$ cat src/rtl/ram_arbiter_pkg.sv
// Shared codes for the RAM arbiter: read/write access types, grant
// encoding and a helper that folds the illegal read type onto a full word.
package ram_arbiter_pkg;

    localparam int OPERAND_WIDTH = 64;

    typedef enum logic [2:0] {
        RT_B  = 3'd0,
        RT_H  = 3'd1,
        RT_W  = 3'd2,
        RT_D  = 3'd3,
        RT_BU = 3'd4,
        RT_HU = 3'd5,
        RT_WU = 3'd6
    } read_type_e;

    typedef enum logic [1:0] {
        WT_B = 2'd0,
        WT_H = 2'd1,
        WT_W = 2'd2,
        WT_D = 2'd3
    } write_type_e;

    typedef enum logic {
        GNT_IF = 1'b0,
        GNT_LS = 1'b1
    } grant_e;

    // Code 7 has no meaning to ram_top; a full doubleword read is the safe choice.
    function automatic logic [2:0] legal_rtype(input logic [2:0] rt);
        logic [2:0] res;
        if (rt == 3'd7) begin
            res = RT_D;
        end else begin
            res = rt;
        end
        return res;
    endfunction

endpackage

$ cat src/rtl/ram_arbiter_rsp.sv
// Single-entry response register with valid/ready handshake; one per requester.
module rsp_slot
    import ram_arbiter_pkg::*;
#(
    parameter int DATA_LEN = OPERAND_WIDTH
) (
    input  logic                clk,
    input  logic                rst_n,
    input  logic                load_i,
    input  logic [DATA_LEN-1:0] data_i,
    input  logic                rsp_ready_i,
    output logic                rsp_valid_o,
    output logic [DATA_LEN-1:0] rsp_data_o,
    output logic                free_o
);

    logic                valid_d;
    logic                valid_q;
    logic [DATA_LEN-1:0] data_d;
    logic [DATA_LEN-1:0] data_q;

    // A new load wins over a consume in the same cycle so back-to-back grants stream.
    always_comb begin
        valid_d = valid_q;
        data_d  = data_q;
        if (load_i) begin
            valid_d = 1'b1;
            data_d  = data_i;
        end else if (rsp_ready_i) begin
            valid_d = 1'b0;
        end else begin
            valid_d = valid_q;
        end
    end

    // Slot state; reset discards any pending response.
    always_ff @(posedge clk) begin
        if (!rst_n) begin
            valid_q <= 1'b0;
            data_q  <= {DATA_LEN{1'b0}};
        end else begin
            valid_q <= valid_d;
            data_q  <= data_d;
        end
    end

    assign rsp_valid_o = valid_q;
    assign rsp_data_o  = data_q;
    assign free_o      = !valid_q || rsp_ready_i;

endmodule

$ cat src/rtl/ram_arbiter.sv
// Two-port round-robin arbiter in front of a single ram_top: instruction
// fetch (read-only) and load/store share one access per cycle.
module ram_arbiter
    import ram_arbiter_pkg::*;
#(
    parameter int IDX_LEN  = OPERAND_WIDTH,
    parameter int DATA_LEN = OPERAND_WIDTH
) (
    input  logic                clk,
    input  logic                rst_n,
    input  logic                if_req_valid,
    output logic                if_req_ready,
    input  logic [IDX_LEN-1:0]  if_req_idx,
    output logic                if_rsp_valid,
    input  logic                if_rsp_ready,
    output logic [DATA_LEN-1:0] if_rsp_data,
    input  logic                ls_req_valid,
    output logic                ls_req_ready,
    input  logic                ls_req_we,
    input  logic [IDX_LEN-1:0]  ls_req_idx,
    input  logic [DATA_LEN-1:0] ls_req_wdata,
    input  logic [2:0]          ls_req_rtype,
    input  logic [1:0]          ls_req_wtype,
    output logic                ls_rsp_valid,
    input  logic                ls_rsp_ready,
    output logic [DATA_LEN-1:0] ls_rsp_data,
    output logic [IDX_LEN-1:0]  ram_idx_o,
    output logic [DATA_LEN-1:0] ram_wdata_o,
    output logic                ram_ren_o,
    output logic                ram_wen_o,
    output logic [2:0]          ram_rtype_o,
    output logic [1:0]          ram_wtype_o,
    input  logic [DATA_LEN-1:0] ram_rdata_i
);

    grant_e              last_grant_d;
    grant_e              last_grant_q;
    logic                if_free_s;
    logic                ls_free_s;
    logic                if_elig_s;
    logic                ls_elig_s;
    logic                gnt_if_s;
    logic                gnt_ls_s;
    logic [DATA_LEN-1:0] ls_load_data_s;

    assign if_elig_s = if_req_valid && if_free_s;
    assign ls_elig_s = ls_req_valid && ls_free_s;

    // Grant selection; nothing is accepted while reset is held.
    always_comb begin
        gnt_if_s = 1'b0;
        gnt_ls_s = 1'b0;
        if (!rst_n) begin
            gnt_if_s = 1'b0;
            gnt_ls_s = 1'b0;
        end else if (if_elig_s && ls_elig_s) begin
            if (last_grant_q == GNT_LS) begin
                gnt_if_s = 1'b1;
            end else begin
                gnt_ls_s = 1'b1;
            end
        end else if (if_elig_s) begin
            gnt_if_s = 1'b1;
        end else if (ls_elig_s) begin
            gnt_ls_s = 1'b1;
        end else begin
            gnt_if_s = 1'b0;
            gnt_ls_s = 1'b0;
        end
    end

    // Round-robin pointer follows every grant.
    always_comb begin
        last_grant_d = last_grant_q;
        if (gnt_if_s) begin
            last_grant_d = GNT_IF;
        end else if (gnt_ls_s) begin
            last_grant_d = GNT_LS;
        end else begin
            last_grant_d = last_grant_q;
        end
    end

    // Pointer register; reset favours the IFU on the first conflict.
    always_ff @(posedge clk) begin
        if (!rst_n) begin
            last_grant_q <= GNT_LS;
        end else begin
            last_grant_q <= last_grant_d;
        end
    end

    // RAM command; sub-word stores also read so ram_top can merge the old word.
    always_comb begin
        ram_idx_o   = {IDX_LEN{1'b0}};
        ram_wdata_o = {DATA_LEN{1'b0}};
        ram_ren_o   = 1'b0;
        ram_wen_o   = 1'b0;
        ram_rtype_o = 3'd0;
        ram_wtype_o = 2'd0;
        if (gnt_if_s) begin
            ram_idx_o   = if_req_idx;
            ram_ren_o   = 1'b1;
            ram_rtype_o = RT_D;
        end else if (gnt_ls_s) begin
            ram_idx_o = ls_req_idx;
            if (ls_req_we) begin
                ram_wen_o   = 1'b1;
                ram_wdata_o = ls_req_wdata;
                ram_wtype_o = ls_req_wtype;
                ram_ren_o   = (ls_req_wtype != WT_D);
                ram_rtype_o = RT_D;
            end else begin
                ram_ren_o   = 1'b1;
                ram_rtype_o = legal_rtype(ls_req_rtype);
            end
        end else begin
            ram_idx_o = {IDX_LEN{1'b0}};
        end
    end

    // A store acknowledges with zero data.
    always_comb begin
        ls_load_data_s = ram_rdata_i;
        if (ls_req_we) begin
            ls_load_data_s = {DATA_LEN{1'b0}};
        end else begin
            ls_load_data_s = ram_rdata_i;
        end
    end

    rsp_slot #(.DATA_LEN(DATA_LEN)) u_if_slot (
        .clk        (clk),
        .rst_n      (rst_n),
        .load_i     (gnt_if_s),
        .data_i     (ram_rdata_i),
        .rsp_ready_i(if_rsp_ready),
        .rsp_valid_o(if_rsp_valid),
        .rsp_data_o (if_rsp_data),
        .free_o     (if_free_s)
    );

    rsp_slot #(.DATA_LEN(DATA_LEN)) u_ls_slot (
        .clk        (clk),
        .rst_n      (rst_n),
        .load_i     (gnt_ls_s),
        .data_i     (ls_load_data_s),
        .rsp_ready_i(ls_rsp_ready),
        .rsp_valid_o(ls_rsp_valid),
        .rsp_data_o (ls_rsp_data),
        .free_o     (ls_free_s)
    );

    assign if_req_ready = gnt_if_s;
    assign ls_req_ready = gnt_ls_s;

endmodule

$ cat config.mk
export PLATFORM = sky130hd
export DESIGN_NAME = ram_arbiter
export DESIGN_NICKNAME = d
export VERILOG_FILES = /design/src/rtl/ram_arbiter_pkg.sv /design/src/rtl/ram_arbiter_rsp.sv /design/src/rtl/ram_arbiter.sv
export SDC_FILE = /design/constraint.sdc
export NUM_CORES = 1
export LEC_CHECK = 0
export ABC_AREA = 1
export CAP_MARGIN = 40
export CORE_AREA = 5 5 203 205
export CTS_CLUSTER_SIZE = 40
export DETAILED_ROUTE_END_ITERATION = 7
export DIE_AREA = 0 0 208 210
export PLACE_DENSITY = 0.48
export SLEW_MARGIN = 20
export SYNTH_ARGS = -nofsm -noshare
export SYNTH_HDL_FRONTEND = slang
export SYNTH_HIERARCHICAL = 1
export SYNTH_SLANG_ARGS = --single-unit
$ cat constraint.sdc
create_clock -name clk -period 2.12 [get_ports clk]
set_input_delay 0.424 -clock clk [delete_from_list [all_inputs] [get_ports clk]]
set_output_delay 0.424 -clock clk [all_outputs]
set_load 0.02 [all_outputs]
==> flow_metrics.env <==
export IMPL_fmax_mhz=440
export IMPL_grt_usage=0.195
export IMPL_path_delay_family="buffers and inverters"
export IMPL_seqCellArea_sq_um=2630
export IMPL_initial_utilization=0.175
export IMPL_cts_max_path_buffers=2
export IMPL_drive_above_1_share=0.211
export IMPL_die_height_microns=210
export IMPL_ys_top_cells_by_area="dfxtp_1, nor2_1, nand3_1"
export IMPL_syn_nets=1367
export IMPL_synth_largest_area_cell="dfxtp_1"
export IMPL_h_tree_depth=4
export IMPL_cts_root_buf="clkbuf_16"
export IMPL_wire_per_inst_microns=21.7
export IMPL_yosys_area_share_simple=0.392
export IMPL_crit_type="reg2out"
export IMPL_leakagePower_uw=0.00657
export IMPL_cts_buffers=17
export IMPL_drtPass1Iterations=5
export IMPL_p_sw_uw=2620
export IMPL_drtAntennaViolNets=0
export IMPL_die_area_sq_um=43700
export IMPL_startpoint_type="register"
export IMPL_gp_congestion=0.897
export IMPL_multi_input_area_sq_um=3790
export IMPL_syn_avg_cell_area_sq_um=6.24
export IMPL_hold_viol=0
export IMPL_synthCells=1099
export IMPL_peakVddDrop_mv=0.522
export IMPL_grt_pass1_vias=9102
export IMPL_layout_min_cycle_time_ns=2.27
export IMPL_post_route_period_util=1.07
export IMPL_setup_slack_ns=-0.155
export IMPL_dp_hpwl_microns=34200
export IMPL_sw_frac_of_total=0.313
export IMPL_synth_adder_area_share=0
export IMPL_row_count=73
export IMPL_hp_class="reg2reg"
export IMPL_synth_compound_area_frac=0.0960
export IMPL_clk_pin_slew_ns=0.06
export IMPL_finalPower_uw=8380
export IMPL_synth_top_family_by_area="simple AND/OR/NAND/NOR gates"
export IMPL_fp_dieW_microns=208
export IMPL_worstPathRequired_ns=1.70
export IMPL_pin_count=535
export IMPL_synth_cell_types=18
export IMPL_synth_top_area_frac=0.382
export IMPL_path_max_fanout=5
export IMPL_antenna_found_initial=7
export IMPL_p_seq_frac=0.325
export IMPL_core_sq_um=39300
export IMPL_dr_total_vias=9358
export IMPL_setup_violations=131
export IMPL_fillerInstances=4143
export IMPL_overflow=0
export IMPL_ys_seq_area_frac=0.382
export IMPL_synthMuxAreaShare=0
export IMPL_rsz0062_at_grt="true"
export IMPL_pwr_share_comb=0.337
export IMPL_worstPathArrival_ns=1.85
export IMPL_cts_sinks=131
export IMPL_p_int_uw=5760
export IMPL_synth_xor_xnor_area_share=0
export IMPL_worst_pin_slew_ns=0.679
export IMPL_grt_pass1_wl_microns=64400
export IMPL_syn_area_sq_um=6860
export IMPL_dp_cells=2113
export IMPL_slew_headroom=0.548
export IMPL_port_buffers=534
export IMPL_ys_ff_latch=131
export IMPL_clk_latency_ns=0.42
export IMPL_routed_wl_microns=47200
export IMPL_holdWs_ns=0.488
export IMPL_syn_to_final_growth_pct=111
export IMPL_fin_util=0.369
export IMPL_drtIter0Drc=587
export IMPL_routed_via_density=4.30
export IMPL_path_cells="nand2_4, nand2_4, nor2_4, buf_12, bufbuf_16, nand3_1, nand2_2, buf_12"
export IMPL_fin_nets=1907
export IMPL_fin_skew_ns=0.00613
export IMPL_drc=0
export IMPL_stdcell_count=2177
export IMPL_grt_max_degree=71
export IMPL_outcome="finished, violations left"
export IMPL_crit_path_end_kind="primary output"
export IMPL_violations="setup timing"
export IMPL_path_buf_inv=3
export IMPL_cp_slowest_cell="dfxtp_4"
export IMPL_maxSlewViolCount=0
export IMPL_cts_tree="done"
export IMPL_clkPwrFrac=0.339
export IMPL_critPathMaxStageDelay_ns=0.36
export IMPL_power_density_nw_per_um2=578
export IMPL_cap_violations=0
export IMPL_ys_warn_count=6
[through the flow]
step	setup TNS, ns	worst slack [ns]	cell area (sq um)
2_1_floorplan	0	0.242	6860
3_3_place_gp	-169.65	-0.817	12900
3_5_place_dp	-167.92	-0.797	12900
4_1_cts	-14.71	-0.197	13900
5_1_grt	-22.29	-0.253	14500
6_report	-8.23	-0.155	14500
[layout make-up]
class / count / area share
repair buffers: 613 / 0.454
multi-input cells: 799 / 0.261
flip-flops and latches: 131 / 0.181
well taps: 525 / 0.0453
clock buffers: 19 / 0.0305
inverters: 77 / 0.0199
clock inverters: 12 / 0.00794
diodes: 1 / 0.000173
[sequential cells by signal, indices dropped and copies added, names as in the netlist]
register and flops:
u_if_slot/rsp_data_o 64, u_if_slot/rsp_valid_o 1, last_grant_q 1, u_ls_slot/rsp_valid_o 1, u_ls_slot/rsp_data_o 64
[synthesized netlist by cell type]
master    instances
nor2_1          389
nand2_1         142
nand3_1         136
dfxtp_1         131
o21ai_0         112
inv_1            73
buf_2            33
clkbuf_1         21
o21ai_1          16
buf_8            12
clkbuf_2         10
buf_4             9
buf_6             4
inv_2             4
buf_1             3
a21oi_2           2
nand2_2           1
nor2_4            1
[what timing repair did]
action / CTS / global route
setup endpoints to repair: 240 / 211
gates cloned: 7 / 11
buffers inserted: 13 / 2
resized for setup: 495 / 126
pin swaps: 32 / 35
hold buffers: 0 / 0
[cells by family after synthesis]
family / after synthesis
buf+inv: 169
flops: 131
compound gates: 130
simple gates: 669
[final timing paths]
| kind | start | endpoint | slack, ns | cells past startpoint |
|---|---|---|---|---|
| setup / recovery | u_ls_slot/rsp_valid_o$_SDFFE_PN0P_ | ram_idx_o[24] | -0.15 | 8 |
| hold / removal | u_if_slot/rsp_data_o[1]$_SDFFE_PN0P_ | u_if_slot/rsp_data_o[1]$_SDFFE_PN0P_ | 0.49 | 2 |
| setup reg to reg | u_ls_slot/rsp_valid_o$_SDFFE_PN0P_ | u_ls_slot/rsp_data_o[13]$_SDFFE_PN0P_ | 0.15 | 11 |
| hold reg to reg | u_if_slot/rsp_data_o[1]$_SDFFE_PN0P_ | u_if_slot/rsp_data_o[1]$_SDFFE_PN0P_ | 0.49 | 2 |
[worst reg2reg max path: stages (launching register included)]
cell and delay, ns:
dfxtp_4 0.36, nand2_4 0.09, nand2_4 0.05, nor2_4 0.17
nand2_4 0.16, clkbuf_16 0.22, inv_2 0.09, buf_12 0.21
inv_2 0.13, buf_12 0.18, nor2_1 0.14, nor2_1 0.06
[power groups by stage]
stage,Clock [uW],Combinational [uW],Sequential [uW]
global route,3060,2980,2740
global placement,0,2540,2770
detailed placement,0,2540,2770
floorplan,0,807,2970
CTS,2950,2700,2720
finish,2840,2820,2720
[metal layers]
layer  track usage  vias to the layer above  routed length, microns
met5             0                        -                      47
met2         0.362                      386                   24200
met1         0.217                     4388                   18000
met3        0.0633                       61                    3670
met4        0.0471                        6                    1270
li1              -                     4517                       -
[cells in the final DEF (no fill, tap or decap), types with 3 or more instances in the layout]
cell type	synthesis	layout
clkdlybuf4s50_1	0	391
nor2_1	389	382
dfxtp_1	131	129
o21ai_0	112	112
buf_4	9	99
nand2_1	142	98
nand3_1	136	98
inv_1	73	72
buf_12	0	45
buf_6	4	35
nand2_2	1	34
nand3_2	0	32
clkbuf_16	0	26
buf_2	33	16
o21ai_1	16	16
nand2_4	0	11
clkinv_2	0	8
buf_8	12	8
nand3_4	0	6
inv_2	4	5
nor2_4	1	5
buf_16	0	5
dlygate4sd2_1	0	4
nor2_2	0	3
Note: power is estimated with default switching activity, not from simulation.
